$ cat config.mk
export PLATFORM = sky130hd
export DESIGN_NAME = noc_inbuf_bank
export DESIGN_NICKNAME = d
export VERILOG_FILES = /design/src/rtl/noc_inbuf_bank.sv
export SDC_FILE = /design/constraint.sdc
export NUM_CORES = 1
export LEC_CHECK = 0
export BUFFER_PORTS_ARGS = -buffer_cell sky130_fd_sc_hd__clkbuf_2
export CORE_ASPECT_RATIO = 0.8
export CORE_UTILIZATION = 45
export DETAILED_ROUTE_END_ITERATION = 8
export GPL_ROUTABILITY_DRIVEN = 0
export PLACE_DENSITY = 0.64
export SLEW_MARGIN = 20
export SYNTH_ARGS = -nofsm -noshare
export SYNTH_HDL_FRONTEND = slang
export SYNTH_SLANG_ARGS = --single-unit
$ cat constraint.sdc
create_clock -name clk -period 6.2 [get_ports clk]
set_clock_uncertainty 0.2 [all_clocks]
set_input_delay 1.86 -clock clk [delete_from_list [all_inputs] [get_ports clk]]
set_output_delay 1.86 -clock clk [all_outputs]
set_load 0.005 [all_outputs]
$ cat src/rtl/noc_inbuf_bank.sv
// Bank of independent per-port FWFT input FIFOs with backpressure mask, occupancy and sticky overflow.
// Optional same-cycle bypass of an empty FIFO is enabled by defining NOC_INBUF_BYPASS_EN.
module noc_inbuf_bank #(
    parameter int NPORTS    = 5,
    parameter int FLIT_W    = 16,
    parameter int DEPTH     = 4,
    parameter int AF_MARGIN = 1,
    localparam int CW       = $clog2(DEPTH) + 1,
    localparam int AW       = $clog2(DEPTH)
) (
    input  logic                     clk,
    input  logic                     rst,
    input  logic [NPORTS-1:0]        valid_i,
    input  logic [NPORTS*FLIT_W-1:0] data_i,
    input  logic [NPORTS-1:0]        pop_req_i,
    output logic [NPORTS*FLIT_W-1:0] q_o,
    output logic [NPORTS-1:0]        q_valid_o,
    output logic [NPORTS-1:0]        mask_o,
    output logic [NPORTS*CW-1:0]     count_o,
    output logic [NPORTS-1:0]        ovf_o
);

    localparam logic [CW-1:0] FULL_CNT = CW'(DEPTH);
    localparam logic [CW-1:0] AF_CNT   = CW'(DEPTH - AF_MARGIN);

    genvar gi;
    generate
        for (gi = 0; gi < NPORTS; gi++) begin : g_port
            logic [AW-1:0]     wptr_q, wptr_d;
            logic [AW-1:0]     rptr_q, rptr_d;
            logic [CW-1:0]     count_q, count_d;
            logic              ovf_q, ovf_d;
            logic [FLIT_W-1:0] mem_q [DEPTH];
            logic [FLIT_W-1:0] din;
            logic              empty, full, pop_ok, push_ok, bypass_take;

            assign din = data_i[gi*FLIT_W +: FLIT_W];

            always_comb begin
                empty   = (count_q == '0);
                full    = (count_q == FULL_CNT);
                pop_ok  = pop_req_i[gi] && !empty;
`ifdef NOC_INBUF_BYPASS_EN
                // Flit handed straight to the allocator never touches the RAM.
                bypass_take = empty && valid_i[gi] && pop_req_i[gi];
`else
                bypass_take = 1'b0;
`endif
                push_ok = valid_i[gi] && (!full || pop_ok) && !bypass_take;
                wptr_d  = wptr_q + AW'(push_ok);
                rptr_d  = rptr_q + AW'(pop_ok);
                case ({push_ok, pop_ok})
                    2'b10:   count_d = count_q + 1'b1;
                    2'b01:   count_d = count_q - 1'b1;
                    default: count_d = count_q;
                endcase
                ovf_d = ovf_q | (valid_i[gi] && full && !pop_ok);
            end

            always_ff @(posedge clk or posedge rst) begin
                if (rst) begin
                    wptr_q  <= '0;
                    rptr_q  <= '0;
                    count_q <= '0;
                    ovf_q   <= 1'b0;
                end else begin
                    wptr_q  <= wptr_d;
                    rptr_q  <= rptr_d;
                    count_q <= count_d;
                    ovf_q   <= ovf_d;
                end
            end

            // Storage is deliberately left out of reset.
            always_ff @(posedge clk) begin
                if (push_ok) begin
                    mem_q[wptr_q] <= din;
                end
            end

`ifdef NOC_INBUF_BYPASS_EN
            assign q_valid_o[gi]               = !empty || valid_i[gi];
            assign q_o[gi*FLIT_W +: FLIT_W]    = empty ? din : mem_q[rptr_q];
`else
            assign q_valid_o[gi]               = !empty;
            assign q_o[gi*FLIT_W +: FLIT_W]    = mem_q[rptr_q];
`endif
            assign mask_o[gi]                  = (count_q >= AF_CNT);
            assign count_o[gi*CW +: CW]        = count_q;
            assign ovf_o[gi]                   = ovf_q;
        end
    endgenerate

endmodule

Yosys cells after proc, flatten, opt, wreduce, memory -nomap -nowiden
Memory sizes are Yosys's and may differ from the RTL's. Cells that the tools add are included.

Output and inout bits: 110. Memory bits (writable): 320. Bits of input ports: 92. Logic and storage cells: 135. Memories: 5. Flip-flop bits (word level): 40.

Equal/unequal tests: 15. $lt $le $gt $ge: 5. Multiplexer cells: 15. Reductions and logical operators: 50. Bitwise operators: 5. Add/sub/neg operators: 20.

Memories: g_port[0].mem_q (words 4, bits a word 16, read ports 1, clocked after memory_dff 0, write ports 1, line 33) `logic [FLIT_W-1:0] mem_q [DEPTH];`; g_port[1].mem_q (words 4, bits a word 16, read ports 1, clocked after memory_dff 0, write ports 1, line 33); g_port[2].mem_q (words 4, bits a word 16, read ports 1, clocked after memory_dff 0, write ports 1, line 33); g_port[3].mem_q (words 4, bits a word 16, read ports 1, clocked after memory_dff 0, write ports 1, line 33); g_port[4].mem_q (words 4, bits a word 16, read ports 1, clocked after memory_dff 0, write ports 1, line 33).

Operators by type and width (number): one-hot mux 3 bit (2 select lines) (5); adder 2 x 1 -> 2 bit (10); logical AND 1 bit (20); adder 3 x 1 -> 3 bit (second input constant) (5); equality test 3 bit (second input constant) (5); >= comparator 3 x 2 -> 1 bit (second input constant) (5); logical NOT 1 bit (15); logical NOT 3 bit (5); subtractor 3 x 1 -> 3 bit (second input constant) (5); equality test 2 x 1 -> 1 bit (second input constant) (5); equality test 2 bit (second input constant) (5); 2-to-1 mux 1 bit (10); nonzero test 2 bit (5); logical OR 1 bit (5); bitwise OR 1 bit (5).

Longest topological paths before layout
Gate-level depths: netlist of the first run.

Depth after elaboration: 7. Mapped depth: 8. Mapped depth without buffers: 8.

Worst setup path before layout of the first run
Ideal clock, no wire load.

Path kind: in2reg. Start point: input pop_req_i[3]. End point: memory g_port[3].mem_q[1][0] (enable). Path slack: 2.186 ns. Stages on the path: 3. Required time: 5.587 ns. Library setup time: 0.413 ns. Path buffers: 0. Arrival time: 3.401 ns. Path through: nor4b_1 nand2b_1 nor3b_1.

Cells in the longest elaborated chain, start to end: 5.

RTL lines: start, declared (line 15) `input logic [NPORTS-1:0] pop_req_i,`; logical AND 1 bit (line 42) `pop_ok = pop_req_i[gi] && !empty;`; logical OR 1 bit (line 49) `push_ok = valid_i[gi] && (!full || pop_ok) && !bypass_take;`; logical AND 1 bit (line 49); 2-to-1 mux 1 bit (line 76) `if (push_ok) begin`; 2-to-1 mux 1 bit (implied by the code) (line 77) `mem_q[wptr_q] <= din;`; end, declared (line 33).

Every way passes these cells.

Worst setup path in the final report of the first run
Start point: register g_port[0].rptr_q[0]. End point: output q_o[4].

Cells in the longest elaborated chain, start to end: 1.

RTL lines: start, declared (line 30) `logic [AW-1:0] rptr_q, rptr_d;`; start signal, assigned (line 68) `rptr_q <= rptr_d;`; memory read (4 x 16 bit); end, declared (line 16) `output logic [NPORTS*FLIT_W-1:0] q_o,`.

Every way passes these cells.

==> flow_summary.ini, run 1 <==
[run_status]
status = finished clean

[floorplan]
rows = 56
die_area_sq_um = 31300
die_w_microns = 198
start_util_pct = 46.4
die_h_microns = 159
io_pins = 202
core_sq_um = 29700

[logic_synthesis]
syn_area_per_cell_sq_um = 23.1
synthFlopType = edfxtp_1
synthDistinctLibCells = 24
syn_area_sq_um = 13800
ys_seq_elements = 360
syn_nets = 708
async_flop_share_pct = 11.1
synthTopCellsByArea = edfxtp_1 70%, mux4_2 8.2%, dfrtp_1 7.3%
ys_seq_area_share_pct = 77.0
yosysWarnings = 0
synth_most_common_cell = edfxtp_1
netlist_top_cells_count = 320 x edfxtp_1, 50 x mux4_2, 40 x dfrtp_1
syn_inst = 596
yosysTopAreaCell = edfxtp_1
synth_edf_count = 320
yosys.area.top_type_share_pct = 69.7

[grt]
grt_max_degree = 41
grt_use_met3_pct = 4.43
use_met2_pct = 27.3
grt_antenna_before_repair = 0
gr-usage-met1_pct = 21.6
track_usage_pct = 16.5
grt_pass1_wl_microns = 38900
grt_pass1_vias = 6933
top_usage_layer = met2
gr-total-overflow = 0

[timing]
rsz0062_at_grt = no
worst_pin_slew_ps = 1040
holdWs_ps = 261
worst_slew_margin_rel_pct = 30.5
finalCritPeriodShare_pct = 71.8
timing.final.ws_setup_ps = 1750
period_needed_ps = 4450
final-max-slew-violation-count = 0
timing.fmax_mhz = 225
final_hold_viol_count = 0
tns_ps = 0
finalSetupViolCount = 0

[place]
port_buffers = 201
dp_hpwl_microns = 16600
dp_slack_ps = 2160

[critical_path]
crit_slowest_cell = dfrtp_1
crit_chain = mux4_1 -> clkbuf_2
max_stage_delay_ps = 1030
critPathCaptureType = output port
reg2reg_to = g_port[3].count_q[2]
critical_path.max_fanout = 17
critical_path_arrival_ps = 2390
critical_path_required_ps = 4140
critPathKind = reg -> out
r2r_start = g_port[3].count_q[0]
startpoint_type = flop
r2r_setup_slack_ps = 3610
rr_worst_depth = 8
crit_buf_inv = 1
cp_top_family = flip-flops

[route]
viasPerCell = 5.18
vias = 6532
routedWlPerCell_microns = 20.0
ant_nets = 0
route.detailed.drc = 0
dr.pass1.iters = 4
drt_first_iter_violations = 391
routed_wl_microns = 25200

[clock_tree]
cts_max_level = 2
cts.path.max_buffers = 3
cts_resized = 0
clkSinkCount = 360
cts-root-buf = clkbuf_16
clk_pin_slew_ps = 60
cts_made_buffers = 37
cts_setup_buffers = 0
insertion_delay_ps = 500
cts_tree = yes
cts_hold_buffers = 0

[worst_hold_path]
hold_class = reg -> reg
hp-start = g_port[4].ovf_q
whs_endpoint = g_port[4].ovf_q
holdPathStages = 1

[final_layout]
fillers = 2289
num_antenna_cells = 0
final_nets = 942
drive_gt1_share_pct = 39.6
area_delta_synth_final_pct = 19.1

[flow_run]
max_cap_violations = 0

[power]
power_mw = 7.78
ir_drop_mv = 0.268
cellPowerDensity_nw_per_um2 = 474
p_leak_nw = 6.07
[cells by family (layout without fill, tap and decap cells)]
kind of cell               count (synthesis)  after routing  synth area share [%]
AOI/OAI and AO/OA                         10             10                 0.545
xor gates and xnor gates                  25             25                  1.59
adders and majority gates                 20             20                  2.09
buffers and inverters                     46            304                  2.34
DFF                                      360            360                  77.0
muxes                                     85             85                  14.3
and+or+nand+nor                           50             50                  2.19
[area by class of cell]
cell class,count,area (sq um),area share [%]
clock buffers,46,960,5.85
clock inverters,17,184,1.12
multi-input cells,190,2930,17.8
well taps,406,508,3.09
inverters,21,78.8,0.480
repair buffers,220,1150,7.00
flip-flops and latches,360,10600,64.6
[worst reg2reg max path: stages (launching register included)]
cell      delay (ps)
dfrtp_1          450
nor4b_1          410
nand2b_1         340
ha_1             240
inv_1             60
fa_1             380
xor2_1           150
nor2_1           130
xor2_1           150
[flip-flops by register name, indices dropped and copies added (netlist names)]
signal          count
g_port.count_q     15
g_port.mem_q      320
g_port.ovf_q        5
g_port.rptr_q      10
g_port.wptr_q      10
[layer usage]
metal / wire [microns] / vias up
li1: - / 2908
met1: 10500 / 3405
met2: 12600 / 182
met3: 1630 / 37
met4: 420 / 0
met5: 0 / -
[layout by cell type (no fill, tap or decap), drive strengths merged]
| cell type | count |
|---|---|
| inv | 22 |
| a21o | 10 |
| ha | 15 |
| edfxtp | 320 |
| fa | 5 |
| or3 | 5 |
| clkbuf | 247 |
| clkinv | 11 |
| nor2 | 10 |
| and2 | 5 |
| mux2i | 5 |
| nand2b | 5 |
| nor3b | 10 |
| nand2 | 5 |
| dfrtp | 40 |
| bufinv | 4 |
| mux4 | 80 |
| clkinvlp | 1 |
| xor2 | 20 |
| nor4b | 5 |
| buf | 19 |
| xnor2 | 5 |
| nor3 | 5 |
[power breakdown]
part,total [mW],internal [mW],switching (mW)
Clock,2.11,1.26,0.848
Sequential,3.73,3.23,0.492
Combinational,1.95,1.08,0.870
Total,7.78,5.57,2.21
[worst max path at each step]
stage                   startpoint                     to  slack [ps]  depth (start not counted)
2_1_floorplan         pop_req_i[3]  g_port[3].mem_q[1][0]        2190                          3
3_5_place_dp          pop_req_i[3]   g_port[3].count_q[2]        2160                          9
5_1_grt        g_port[0].rptr_q[0]                 q_o[4]        1600                          2
6_report       g_port[0].rptr_q[0]                 q_o[4]        1750                          2
3_3_place_gp          pop_req_i[3]   g_port[3].count_q[2]        2250                          9
4_1_cts        g_port[0].rptr_q[0]                 q_o[4]        1680                          2
[metrics by stage]
step	area [sq um]	std cells	utilization, %
floorplan	13800	596	-
global placement	15300	1197	51.4
detailed placement	15300	1197	51.4
CTS	16400	1260	55.3
global route	16400	1260	55.3
finish	16400	1260	55.3
No activity file was read; power rests on OpenSTA's default activity.
==> run 2: changes to the inputs <==
==> constraint.sdc (replaced) <==
create_clock -name clk -period 4.1 [get_ports clk]
set_clock_uncertainty 0.2 [all_clocks]
set_input_delay 1.23 -clock clk [delete_from_list [all_inputs] [get_ports clk]]
set_output_delay 1.23 -clock clk [all_outputs]
set_load 0.005 [all_outputs]
==> run 2 against run 1 <==
  * Critical path type unchanged
  * Sequential cell count is the same
  * Non-clock buffer count increased by 7
  * Critical path depth up 1
==> flow_summary.ini, run 2 (synthesis gave the netlist of run 1 again) <==
[timing]
timing.final.ws_setup_ps = 399
final_hold_viol_count = 0
final-max-slew-violation-count = 0
finalSetupViolCount = 0
tns_ps = 0
timing.fmax_mhz = 270
finalCritPeriodShare_pct = 90.3
rsz0062_at_grt = no
worst_pin_slew_ps = 875
period_needed_ps = 3700
worst_slew_margin_rel_pct = 41.6

[final_layout]
final_common_cell = edfxtp_1
largestRegisters = g_port.mem_q: 320 flops, g_port.count_q: 15 flops
num_antenna_cells = 0
area_delta_synth_final_pct = 19.3
final_nets = 949
layout_common_cells = 320 x edfxtp_1, 201 x clkbuf_2, 50 x mux4_2, 40 x dfrtp_1, 37 x clkbuf_16
largest_reg_flops = 320
drive_gt1_share_pct = 39.7
regMostFlops = g_port.mem_q
finish.instance_area_sq_um = 16400

[floorplan]
die_area_sq_um = 31300
rows = 56
die_w_microns = 198
die_h_microns = 159
io_pins = 202
core_sq_um = 29700
start_util_pct = 46.4

[power]
seqPwrFrac_pct = 46.8
p_clk_share_pct = 26.4
ir_drop_mv = 0.510
combPwrFrac_pct = 26.7
power_mw = 11.7
swShare_pct = 28.5
power_switching_mw = 3.34
cellPowerDensity_nw_per_um2 = 715
p_leak_nw = 6.09
p_int_mw = 8.40

[place]
dp_slack_ps = 687
placed_area_sq_um = 15300
port_buffers = 201
dp_hpwl_microns = 16900

[clock_tree]
cts_tree = yes
cts.path.max_buffers = 3
cts_setup_buffers = 0
clk_pin_slew_ps = 60
insertion_delay_ps = 500
cts_hold_buffers = 0
cts_max_level = 2
cts-root-buf = clkbuf_16
clkSinkCount = 360
cts_resized = 0
cts_made_buffers = 37

[run_status]
status = finished clean

[route]
drt_first_iter_violations = 306
dr.pass1.iters = 4
ant_nets = 0
route.detailed.drc = 0
routedWlPerCell_microns = 20.0
routed_wl_microns = 25300
vias = 6551
viasPerCell = 5.17

[grt]
grt_max_degree = 41
track_usage_pct = 16.6
gr-total-overflow = 0
grt_pass1_vias = 6926
grt_pass1_wl_microns = 38900
grt_antenna_before_repair = 0

[critical_path]
critical_path.max_fanout = 13
critical_path_arrival_ps = 2270
r2r_start = g_port[4].count_q[0]
critical_path_required_ps = 2670
reg2reg_to = g_port[4].count_q[2]
startpoint_type = flop
critPathCaptureType = output port
critPathKind = reg -> out
r2r_setup_slack_ps = 1440
rr_worst_depth = 8

[flow_run]
max_cap_violations = 0

[worst_hold_path]
hold_class = reg -> reg
whs_endpoint = g_port[1].ovf_q
holdPathStages = 1
hp-start = g_port[1].ovf_q
==> run 2: cell types whose count changed in the layout (fill, tap and decap cells not counted), sizes merged <==
cell | previous run | this run
inv | 22 | 21
bufinv | 4 | 3
clkbuf | 247 | 245
clkinv | 11 | 16
buf | 19 | 26
==> run 2: layer usage <==
layer	routed length, microns	global-route usage, %	vias to the layer above
met5	0	0	-
met4	499	4.47	0
met3	1380	3.54	44
met2	12700	27.9	176
met1	10800	22.0	3400
li1	-	-	2931
==> run 2: through the flow <==
step	std cells	hold WS (ps)	utilization, %
3_5_place_dp	1204	248	51.6
4_1_cts	1268	260	55.3
5_1_grt	1268	290	55.3
6_report	1268	267	55.3
3_3_place_gp	1204	253	51.6
2_1_floorplan	596	229	-
==> run 2: worst max-delay path, cell delays in order (launching register included) <==
cell      delay (ps)
dfrtp_1          830
buf_4            290
mux4_2           530
clkbuf_2         130
==> run 2: power groups by stage <==
stage / clock, mW / combinational (mW) / sequential, mW
5_1_grt: 3.32 / 3.44 / 5.61
2_1_floorplan: 0 / 2.23 / 5.23
3_5_place_dp: 0 / 3.20 / 5.59
6_report: 3.10 / 3.14 / 5.50
3_3_place_gp: 0 / 3.12 / 5.52
4_1_cts: 3.19 / 3.23 / 5.52
==> run 2: how the worst max path moves through the flow <==
| stage | startpoint | end | slack, ps | depth (start not counted) |
|---|---|---|---|---|
| 6_report | g_port[4].rptr_q[0] | q_o[78] | 400 | 3 |
| 5_1_grt | g_port[4].rptr_q[0] | q_o[78] | 260 | 3 |
| 4_1_cts | g_port[4].rptr_q[0] | q_o[78] | 340 | 3 |
| 3_5_place_dp | pop_req_i[3] | g_port[3].count_q[2] | 690 | 9 |
| 3_3_place_gp | pop_req_i[3] | g_port[3].count_q[2] | 770 | 9 |
| 2_1_floorplan | pop_req_i[3] | g_port[3].mem_q[1][0] | 720 | 3 |
==> run 2: area by class of cell <==
class	count	area, sq um
clock inverter	20	168
multi-input combinational	190	2920
timing repair buffer	227	1200
sequential	360	10600
clock buffer	44	952
fill	2298	13300
tap	406	508
inverter	21	80.1
==> run 3: changes to the inputs <==
--- a/config.mk
+++ b/config.mk
@@ -6,11 +6,13 @@
 export NUM_CORES = 1
 export LEC_CHECK = 0
 export BUFFER_PORTS_ARGS = -buffer_cell sky130_fd_sc_hd__clkbuf_2
+export CAP_MARGIN = 20
 export CORE_ASPECT_RATIO = 0.8
 export CORE_UTILIZATION = 45
 export DETAILED_ROUTE_END_ITERATION = 8
 export GPL_ROUTABILITY_DRIVEN = 0
 export PLACE_DENSITY = 0.64
+export REMOVE_ABC_BUFFERS = 1
 export SLEW_MARGIN = 20
 export SYNTH_ARGS = -nofsm -noshare
 export SYNTH_HDL_FRONTEND = slang
==> run 3 against run 2 <==
  * Non-clock buffer count unchanged
  * Die area unchanged
  * Largest power group unchanged
  * Sequential power down 0.9%
  * Worst setup slack better by 65 ps
  * Utilization down 0.20 points
  * Clock-buffer cell count up 10
  * Hold slack worse by 10 ps
  * Combinational power up 2%
  * Routed wire length up 0.46%
  * Power down 1.3%
  * Sequential cell count unchanged
==> flow_summary.ini, run 3 (synthesis gave the netlist of run 1 again) <==
[final_layout]
utilization_pct = 55.1
final_cells = 1268
layout_common_cells = 320 x edfxtp_1, 201 x clkbuf_2, 50 x mux4_2, 40 x dfrtp_1, 37 x clkbuf_16
largestRegisters = g_port.mem_q: 320 flops, g_port.count_q: 15 flops
largest_reg_flops = 320
final_common_cell = edfxtp_1
area_delta_synth_final_pct = 18.9
fillers = 2310
final_nets = 947
drive_gt1_share_pct = 39.4
regMostFlops = g_port.mem_q
finish.instance_area_sq_um = 16400

[route]
routed_wl_microns = 25400
viasPerCell = 5.17
dr.pass1.iters = 4
vias = 6551
ant_nets = 0
drt_first_iter_violations = 255
routedWlPerCell_microns = 20.1
route.detailed.drc = 0

[floorplan]
rows = 56
die_area_sq_um = 31300
core_sq_um = 29700
io_pins = 202
die_w_microns = 198
die_h_microns = 159
start_util_pct = 46.4

[clock_tree]
cts_resized = 0
cts_tree = yes
cts_setup_buffers = 0
clkSinkCount = 360
cts_made_buffers = 35
insertion_delay_ps = 500
cts-root-buf = clkbuf_16
cts.path.max_buffers = 3
clk_pin_slew_ps = 60
cts_max_level = 2
cts_hold_buffers = 0

[grt]
grt_pass1_vias = 7134
grt_max_degree = 41
gr-total-overflow = 0
track_usage_pct = 16.5
grt_pass1_wl_microns = 38900
grt_antenna_before_repair = 1

[timing]
final_hold_viol_count = 0
finalCritPeriodShare_pct = 88.7
final-max-slew-violation-count = 0
rsz0062_at_grt = no
holdWs_ps = 257
worst_pin_slew_ps = 907
period_needed_ps = 3640
timing.fmax_mhz = 275
timing.final.ws_setup_ps = 464
finalSetupViolCount = 0
worst_slew_margin_rel_pct = 39.5
tns_ps = 0

[critical_path]
critical_path_arrival_ps = 2210
critical_path.max_fanout = 14
crit_buf_inv = 2
critical_path_required_ps = 2670
startpoint_type = flop
crit_chain = buf_4 -> mux4_2 -> clkbuf_2
critPathKind = reg -> out
crit_slowest_cell = dfrtp_1
max_stage_delay_ps = 820
cp_top_family = flip-flops
critPathCaptureType = output port
r2r_setup_slack_ps = 1500

[place]
port_buffers = 201
placed_area_sq_um = 15300
placedCellCount = 1204
dp_hpwl_microns = 16900
dp_slack_ps = 708

[power]
power_mw = 11.6
seqPwrFrac_pct = 46.9
p_clk_share_pct = 25.5
p_int_mw = 8.28
cellPowerDensity_nw_per_um2 = 708
ir_drop_mv = 0.444
swShare_pct = 28.6
p_leak_nw = 6.06
combPwrFrac_pct = 27.6
power_switching_mw = 3.32

[flow_run]
max_cap_violations = 0

[run_status]
status = finished clean

[worst_hold_path]
hold_class = reg -> reg
[run 3: worst paths after layout]
| check | startpoint | to | cells past startpoint |
|---|---|---|---|
| min in group asynchronous | rst | g_port[2].rptr_q[0] | 2 |
| min reg2reg | g_port[4].ovf_q | g_port[4].ovf_q | 1 |
| max reg2reg | g_port[4].count_q[0] | g_port[4].count_q[2] | 8 |
| max in group asynchronous | rst | g_port[4].rptr_q[0] | 2 |
| min | g_port[4].ovf_q | g_port[4].ovf_q | 1 |
| max | g_port[4].rptr_q[0] | q_o[77] | 3 |
[run 3: metal layers]
layer  up-vias  track usage (%)  wire [microns]
li1       2922                -               -
met2       150             28.3           12900
met3        42             3.66            1260
met4         2             5.20             477
met5         -                0              13
met1      3435             21.0           10700
[run 3: cell type report]
class / instances / area, sq um / area share [%]
Clock inverter: 9 / 40.0 / 0.244
Clock buffer: 54 / 1020 / 6.22
Multi-Input combinational cell: 190 / 2920 / 17.8
Sequential cell: 360 / 10600 / 64.8
Inverter: 21 / 78.8 / 0.481
Tap cell: 406 / 508 / 3.10
Timing Repair Buffer: 227 / 1200 / 7.33
Antenna cell: 1 / 2.50 / 0.0153
[run 3: power by group through the flow]
stage	Clock (mW)	Combinational [mW]	Sequential (mW)
final	2.96	3.20	5.45
after global routing	3.16	3.51	5.55
after CTS	3.04	3.29	5.47
after detailed placement	0	3.27	5.54
after global placement	0	3.17	5.47
after floorplan	0	1.72	5.48
